## src/rtl/segway_drive_math.sv

```systemverilog
// Segway drive math: three-stage pipeline from PID output to left/right speed commands.
// Covers soft-start, steering mix, deadzone shaping, saturation, slew limiting and a too_fast filter.
module segway_drive_math #(
    parameter int W        = 12,
    parameter int SS_BITS  = 8,
    parameter int MIN_DUTY = 168,
    parameter int LOW_BAND = 42,
    parameter int GAIN     = 4,
    parameter int SLEW     = 64,
    parameter int FAST_THR = 1536,
    parameter int FAST_CNT = 4
) (
    input  logic                clk,
    input  logic                rst,
    input  logic                pid_vld,
    input  logic signed [W-1:0] PID_cntrl,
    input  logic        [W-1:0] steer_pot,
    input  logic                en_steer,
    input  logic                pwr_up,
    output logic                spd_vld,
    output logic signed [W-1:0] lft_spd,
    output logic signed [W-1:0] rght_spd,
    output logic                too_fast,
    output logic                ss_done
);
    localparam int W1 = W + 1;
    localparam int PW = SS_BITS + W + 1;
    localparam int CW = $clog2(FAST_CNT + 1);

    localparam logic [SS_BITS-1:0]  SS_FULL   = '1;
    localparam logic [W-1:0]        STEER_LO  = W'(2 ** W / 8);
    localparam logic [W-1:0]        STEER_HI  = W'(7 * 2 ** W / 8);
    localparam logic [W-1:0]        STEER_MID = W'(2 ** (W - 1) - 1);
    localparam logic signed [W:0]   MIN_D     = W1'(MIN_DUTY);
    localparam logic signed [W:0]   LOW_B     = W1'(LOW_BAND);
    localparam logic signed [W:0]   GAIN_V    = W1'(GAIN);
    localparam logic signed [W:0]   SLEW_V    = W1'(SLEW);
    localparam logic signed [W:0]   OUT_MAX   = W1'(2 ** (W - 1) - 1);
    localparam logic signed [W:0]   OUT_MIN   = W1'(-(2 ** (W - 1)));
    localparam logic signed [W-1:0] FAST_T    = W'(FAST_THR);
    localparam logic [CW-1:0]       FC_MAX    = CW'(FAST_CNT);

    function automatic logic signed [W:0] shape(input logic signed [W:0] t, input logic pwr);
        logic signed [W:0] mag;
        mag = t[W] ? -t : t;
        if (!pwr)
            shape = '0;
        else if (mag > LOW_B)
            shape = t[W] ? t - MIN_D : t + MIN_D;
        else
            shape = t * GAIN_V;
    endfunction

    function automatic logic signed [W-1:0] clip(input logic signed [W:0] t);
        if (t > OUT_MAX)
            clip = W'(OUT_MAX);
        else if (t < OUT_MIN)
            clip = W'(OUT_MIN);
        else
            clip = W'(t);
    endfunction

    // Reference is the previously emitted output, so a clamped step can never overshoot.
    function automatic logic signed [W-1:0] slew_step(input logic signed [W-1:0] target,
                                                      input logic signed [W-1:0] prev);
        logic signed [W:0] diff;
        logic signed [W:0] step;
        diff = W1'(target) - W1'(prev);
        if (diff > SLEW_V)
            step = SLEW_V;
        else if (diff < -SLEW_V)
            step = -SLEW_V;
        else
            step = diff;
        slew_step = W'(W1'(prev) + step);
    endfunction

    logic [SS_BITS-1:0] ss_tmr;

    logic                v1, en1, pwr1;
    logic signed [W-1:0] pid_ss1, steer1;
    logic                v2, pwr2;
    logic signed [W:0]   tq_l2, tq_r2;
    logic [CW-1:0]       fast_cnt;

    logic signed [PW-1:0] prod;
    logic        [W-1:0]  pot_sat;
    logic signed [W-1:0]  offset, pid_ss_c, steer_c;
    logic signed [W:0]    pid_ext, steer_ext, t_l, t_r;
    logic signed [W-1:0]  next_l, next_r;
    logic                 over;
    logic [CW-1:0]        fast_cnt_nxt;

    always_comb begin
        prod     = PW'($signed({1'b0, ss_tmr})) * PW'(PID_cntrl);
        pid_ss_c = W'(prod >>> SS_BITS);
        if (steer_pot < STEER_LO)
            pot_sat = STEER_LO;
        else if (steer_pot > STEER_HI)
            pot_sat = STEER_HI;
        else
            pot_sat = steer_pot;
        offset  = $signed(pot_sat - STEER_MID);
        steer_c = (offset >>> 3) + (offset >>> 4);
    end

    always_comb begin
        pid_ext   = W1'(pid_ss1);
        steer_ext = W1'(steer1);
        t_l       = en1 ? pid_ext + steer_ext : pid_ext;
        t_r       = en1 ? pid_ext - steer_ext : pid_ext;
    end

    always_comb begin
        next_l = '0;
        next_r = '0;
        if (pwr2) begin
            next_l = slew_step(clip(tq_l2), lft_spd);
            next_r = slew_step(clip(tq_r2), rght_spd);
        end
        over = (next_l > FAST_T) || (next_r > FAST_T);
        if (!over)
            fast_cnt_nxt = '0;
        else if (fast_cnt == FC_MAX)
            fast_cnt_nxt = fast_cnt;
        else
            fast_cnt_nxt = fast_cnt + 1'b1;
        ss_done = (ss_tmr == SS_FULL);
    end

    always_ff @(posedge clk or posedge rst) begin
        if (rst) begin
            ss_tmr  <= '0;
            v1      <= 1'b0;
            en1     <= 1'b0;
            pwr1    <= 1'b0;
            pid_ss1 <= '0;
            steer1  <= '0;
        end else begin
            v1 <= pid_vld;
            if (pid_vld) begin
                if (!pwr_up)
                    ss_tmr <= '0;
                else if (ss_tmr != SS_FULL)
                    ss_tmr <= ss_tmr + 1'b1;
                pid_ss1 <= pid_ss_c;
                steer1  <= steer_c;
                en1     <= en_steer;
                pwr1    <= pwr_up;
            end
        end
    end

    always_ff @(posedge clk or posedge rst) begin
        if (rst) begin
            v2    <= 1'b0;
            pwr2  <= 1'b0;
            tq_l2 <= '0;
            tq_r2 <= '0;
        end else begin
            v2 <= v1;
            if (v1) begin
                pwr2  <= pwr1;
                tq_l2 <= shape(t_l, pwr1);
                tq_r2 <= shape(t_r, pwr1);
            end
        end
    end

    always_ff @(posedge clk or posedge rst) begin
        if (rst) begin
            spd_vld  <= 1'b0;
            lft_spd  <= '0;
            rght_spd <= '0;
            too_fast <= 1'b0;
            fast_cnt <= '0;
        end else begin
            spd_vld <= v2;
            if (v2) begin
                lft_spd  <= next_l;
                rght_spd <= next_r;
                fast_cnt <= fast_cnt_nxt;
                too_fast <= (fast_cnt_nxt >= FC_MAX);
            end
        end
    end

endmodule
```

## config.mk

```make
export PLATFORM = sky130hd
export DESIGN_NAME = segway_drive_math
export DESIGN_NICKNAME = d
export VERILOG_FILES = /design/src/rtl/segway_drive_math.sv
export SDC_FILE = /design/constraint.sdc
export NUM_CORES = 1
export LEC_CHECK = 0
export BUFFER_PORTS_ARGS = -buffer_cell sky130_fd_sc_hd__buf_2
export CAP_MARGIN = 20
export CORE_MARGIN = 2
export CORE_UTILIZATION = 40
export CTS_BUF_LIST = sky130_fd_sc_hd__clkbuf_4 sky130_fd_sc_hd__clkbuf_8
export DETAILED_ROUTE_END_ITERATION = 8
export SLEW_MARGIN = 15
export SYNTH_ARGS = -nofsm -noshare
export SYNTH_HDL_FRONTEND = slang
export SYNTH_SLANG_ARGS = --single-unit
```

## constraint.sdc

```tcl
create_clock -name clk -period 5.8 [get_ports clk]
set_clock_uncertainty 0.15 [all_clocks]
set_input_delay 1.16 -clock clk [delete_from_list [all_inputs] [get_ports clk]]
set_output_delay 1.16 -clock clk [all_outputs]
set_load 0.01 [all_outputs]
```

==> flow_summary.ini, run 1 <==
[outcome]
status = complete, no violations

[synthesis]
synth_top_area_share = 0.176
synth_top_area_cell = dfrtp_1
yosysSeqAreaShare = 0.176
yosys-top-cells-area = dfrtp_1 (18%), fa_1 (13%), ha_1 (13%), inv_1 (5.7%), nand2_1 (3.5%)
synthCells = 1525
yosysWarnings = 0
synth_cell_types = 95
synth.net_count = 1772
synth_area_um2 = 12600
avgSynthCellArea_um2 = 8.29
ys_top_cells_by_count = inv_1 (191), ha_1 (134), nand2_1 (119), nor2_1 (111), dfrtp_1 (89)
synth_most_common_cell = inv_1
yosys_most_used_dff = dfrtp_1
ys_seq_elements = 89
async_flop_share = 1.00
synth_edf_count = 0

[floorplanning]
die_w_um = 182
dieArea_um2 = 33000
num_rows = 65
die_h_um = 182
design.core.area_um2 = 31300
start_util = 0.404
io-pin-count = 56

[worst_setup_path]
path_buf_inv = 1
endpoint_kind = flop
startpoint_type = flop
critPathMaxFanout = 4
crit_family = compound AO/OA/AOI/OAI gates
criticalPathCategory = flop to flop
arrival_ns = 5.80
cpMostUsedCell = a21oi_2
max_stage_delay_ns = 0.56
crit_required_ns = 5.96
cp_slowest_cell = or4_4

[cts]
clkSlewWorstSetupHoldPaths_ns = 0.12
hold_buffers = 0
cts_tree = built
clkSinkCount = 89
clkLatencyLatePin_ns = 0.39
htree_num_levels = 3
clk_path_buf_depth = 2
cts_made_buffers = 9
cts-root-buf = clkbuf_8

[pwr]
p_clk_frac = 0.065
internal-power_uw = 3700
peakVddDrop_mv = 0.234
total_leakage_power_uw = 0.00713
power_density_nw_per_um2 = 512
p_total_uw = 7480
pwr-share-comb = 0.810
pwr-share-seq = 0.125
p_sw_uw = 3770
switching_share = 0.505

[timing]
timing.final.crit_period_ns = 5.64
worst_slew_pin_slew_ns = 0.753
tns_ns = 0
clock.fmax_mhz = 177
relSlewSlack = 0.494
slew_viol_final = 0
setup-violations-final = 0
hold_violations = 0
fin_crit_sh = 0.972

[final_layout]
drive_gt1_frac = 0.183
seqCellArea_um2 = 2230
multi_input_area_um2 = 9930
syn_to_final_growth_pct = 15.4
n_antenna_cell = 0
fill_cells = 3011
layout.nets = 1885

[route]
via_per_inst = 5.38
vias = 11000
ant_nets = 0
drc = 0
drtIter0Drc = 550
drt_pre_antenna_iters = 5
drt_wl_total_um = 31200
avgRoutedWirePerCell_um = 15.3

[global_route]
grt_overflow = 0
grt_max_degree = 58
antenna_found_initial = 0
grt_pass1_vias = 10800
grt_pass1_wl_um = 52200
grtUsageTotal = 0.190

[placed_design]
dpl.hpwl_um = 24500
portBuffers = 55
gp_congestion = 0.899

[flow_run]
maxCapViolations = 0

[worst_hold_path]
hold_path.class = flop to flop
## through the flow
step / hold WS, ns / setup WS, ns / util / instance area, um^2 / std cells
detailed placement: 0.350 / -0.277 / 0.440 / 13800 / 2010
finish: 0.381 / 0.163 / 0.466 / 14600 / 2045
floorplan: 0.202 / 0.0288 / - / 12700 / 1525
CTS: 0.377 / 0.00129 / 0.448 / 14000 / 2027
global placement: 0.347 / -0.146 / 0.440 / 13800 / 2010
global route: 0.388 / -0.0843 / 0.466 / 14600 / 2045
## repair_timing
action	in CTS	in global routing
gates cloned	0	1
buffers inserted	1	19
resized for setup	19	102
endpoints found under the setup margin	3	10
pin swaps	4	58
## registers in the layout, summed over array words and instances, names as in the netlist
register / cells
rght_spd: 12
pwr2: 1
pwr1: 1
en1: 1
pid_ss1: 12
too_fast: 1
v2: 1
steer1: 10
tq_r2: 13
fast_cnt: 2
spd_vld: 1
tq_l2: 13
lft_spd: 12
ss_tmr: 8
v1: 1
## per-layer routing
metal  share of wire  up-vias  track usage  wire, um
met5               0        -            0         0
met4           0.011        0       0.0306       353
met3           0.027       22       0.0166       830
met2            0.48      157        0.336     15000
met1            0.48     5329        0.258     15000
li1                -     5493            -         -
## layout make-up
type | instances | share of cell area
Clock buffer | 9 | 0.00849
Clock inverter | 7 | 0.00583
Inverter | 196 | 0.0506
Multi-Input combinational cell | 1193 | 0.680
Sequential cell | 89 | 0.153
Tap cell | 402 | 0.0345
Timing Repair Buffer | 149 | 0.0676
## kinds of logic (layout without fill, tap and decap cells)
| group | Yosys count | count (layout) | share of synthesized area |
|---|---|---|---|
| simple gates | 493 | 493 | 0.196 |
| compound gates | 374 | 374 | 0.208 |
| buf+inv | 243 | 361 | 0.0758 |
| fa+ha+maj | 219 | 219 | 0.266 |
| flops | 89 | 89 | 0.176 |
| xor+xnor | 84 | 84 | 0.0582 |
| mux | 23 | 23 | 0.0195 |
## final timing paths
kind | from | to | slack, ns | cells after the start
hold reg to reg | tq_r2[3] | tq_r2[3] | 0.38 | 1
min in group asynchronous | rst | ss_tmr[1] | 0.73 | 2
max in group asynchronous | rst | tq_r2[11] | 3.81 | 3
setup / recovery | tq_l2[11] | too_fast | 0.16 | 28
hold / removal | tq_r2[3] | tq_r2[3] | 0.38 | 1
setup reg to reg | tq_l2[11] | too_fast | 0.16 | 28
## power by group through the flow
stage	clock network, uW	registers [uW]	logic (uW)
finish	489	932	6050
CTS	500	927	5260
floorplan	0	897	3780
global placement	0	935	5060
global route	522	956	6660
detailed placement	0	939	5120
## cell usage in the layout (no fill, tap or decap), drive strengths merged, types with 38 or more instances in the layout
master / count
nand3: 43
a21oi: 82
dfrtp: 89
inv: 199
buf: 149
nand2: 119
nor3: 38
xnor2: 49
and2: 67
nor2: 112
fa: 84
ha: 134
o21ai: 86
Note: power is estimated with default switching activity, not from simulation.
==> run 2: changes to the inputs <==
--- a/config.mk
+++ b/config.mk
@@ -11,6 +11,7 @@
 export CORE_UTILIZATION = 40
 export CTS_BUF_LIST = sky130_fd_sc_hd__clkbuf_4 sky130_fd_sc_hd__clkbuf_8
 export DETAILED_ROUTE_END_ITERATION = 8
+export SETUP_SLACK_MARGIN = 0.5
 export SLEW_MARGIN = 15
 export SYNTH_ARGS = -nofsm -noshare
 export SYNTH_HDL_FRONTEND = slang
==> flow_summary.ini, run 2 (same netlist as run 1, synthesis figures left out) <==
[cts]
clkLatencyLatePin_ns = 0.39
clk_path_buf_depth = 2
clkSinkCount = 89
clkSlewWorstSetupHoldPaths_ns = 0.10
cts_tree = built
cts_made_buffers = 9
cts-root-buf = clkbuf_8
htree_num_levels = 3
hold_buffers = 0

[worst_hold_path]
holdPathStages = 1
whs_endpoint = tq_l2[2]
hold_start = tq_l2[2]
hold_path.class = flop to flop

[floorplanning]
num_rows = 65
die_w_um = 182
die_h_um = 182
io-pin-count = 56
dieArea_um2 = 33000
design.core.area_um2 = 31300
start_util = 0.404

[global_route]
grt_pass1_vias = 10900
grt_pass1_wl_um = 52200
grt_overflow = 0
grt_max_degree = 54
grtUsageTotal = 0.189
antenna_found_initial = 0

[final_layout]
layout_common_cells = inv_1 (186), ha_1 (125), nand2_1 (113), nor2_1 (102), dfrtp_1 (86)
fill_cells = 3015
seqCellArea_um2 = 2230
syn_to_final_growth_pct = 15.8
n_antenna_cell = 0
final_common_cell = inv_1
drive_gt1_frac = 0.190
fin_util = 0.468
top_regs = tq_l2 x13, tq_r2 x13
layout.nets = 1871
multi_input_area_um2 = 10000

[pwr]
total_leakage_power_uw = 0.00708
peakVddDrop_mv = 0.260
power_density_nw_per_um2 = 490

[route]
drt_wl_total_um = 30900
vias = 11000
drc = 0
drtIter0Drc = 615
drt_pre_antenna_iters = 7
ant_nets = 0
via_per_inst = 5.43
avgRoutedWirePerCell_um = 15.2

[worst_setup_path]
critPathMaxFanout = 4
timing.rr.end = too_fast
arrival_ns = 5.59
rr_startpoint = tq_l2[12]
endpoint_kind = flop
criticalPathCategory = flop to flop
startpoint_type = flop
path_buf_inv = 0
crit_cells = 26
crit_family = compound AO/OA/AOI/OAI gates
cpMostUsedCell = a21oi_2
reg2reg_slack_ns = 0.32
max_stage_delay_ns = 0.45
cp_slowest_cell = dfrtp_2
reg2regPathDepth = 26
crit_required_ns = 5.91

[flow_run]
maxCapViolations = 0

[timing]
fin_ws_ns = 0.323
rsz0062_at_grt = yes
timing.final.crit_period_ns = 5.48
setup-violations-final = 0
relSlewSlack = 0.495
hold_violations = 0
worst_slew_pin_slew_ns = 0.758
clock.fmax_mhz = 183
fin_crit_sh = 0.944
slew_viol_final = 0

[outcome]
status = complete, no violations

[placed_design]
dp_slack_ns = -0.0659
portBuffers = 55
gp_congestion = 0.871
dpl.hpwl_um = 23800
[run 2: repair_timing]
action,4_1_cts,5_1_grt
cloned,0,0
hold endpoints to repair,0,0
endpoints found under the setup margin,10,18
setup buffers,22,14
pin swaps,68,68
gates resized for setup,68,62
[run 2: cell type report]
cell class | instances | share of cell area
inverters | 196 | 0.0504
clock buffers | 10 | 0.00897
flip-flops and latches | 89 | 0.152
repair buffers | 135 | 0.0649
well taps | 402 | 0.0344
clock inverters | 6 | 0.00504
multi-input cells | 1193 | 0.684
[run 2: metrics by stage]
stage	cell area (um^2)	power [uW]	TNS (ns)	hold WS, ns	cells
CTS	14300	6780	0	0.358	2017
finish	14600	7170	0	0.363	2031
global route	14600	7850	-0.0267	0.382	2031
detailed placement	13700	5930	-0.105	0.336	1979
floorplan	12800	4790	0	0.202	1525
global placement	13700	5860	0	0.338	1979
[run 2: worst max path at each step]
stage,start,endpoint,slack [ns]
after floorplan,PID_cntrl[10],pid_ss1[10],0.35
after global placement,PID_cntrl[5],pid_ss1[10],0.03
after detailed placement,PID_cntrl[5],pid_ss1[11],-0.07
after CTS,tq_l2[11],too_fast,0.25
after global routing,tq_r2[11],too_fast,-0.03
final,tq_l2[12],too_fast,0.32
[run 2: worst register-to-register path: cells and delay by family (launching register included)]
| family | cells | cell delay, ns |
|---|---|---|
| adder cells (fa/ha/maj) | 4 | 1.13 |
| XOR/XNOR | 2 | 0.22 |
| AO/OA/AOI/OAI | 15 | 2.44 |
| AND/OR/NAND/NOR | 5 | 0.96 |
| flip-flops | 1 | 0.45 |
[run 2: where the power goes]
group	leakage, uW	total (uW)	internal (uW)	switching [uW]
sequential	0.00116	942	769	172
combinational	0.00581	5750	2600	3150
clock	0.000105	479	210	269
[run 2: layer usage]
layer	wire length [um]	vias to the layer above	track usage
met5	0	-	0
met4	430	0	0.0374
met3	853	32	0.0187
met2	14800	188	0.327
met1	14800	5329	0.257
li1	-	5470	-
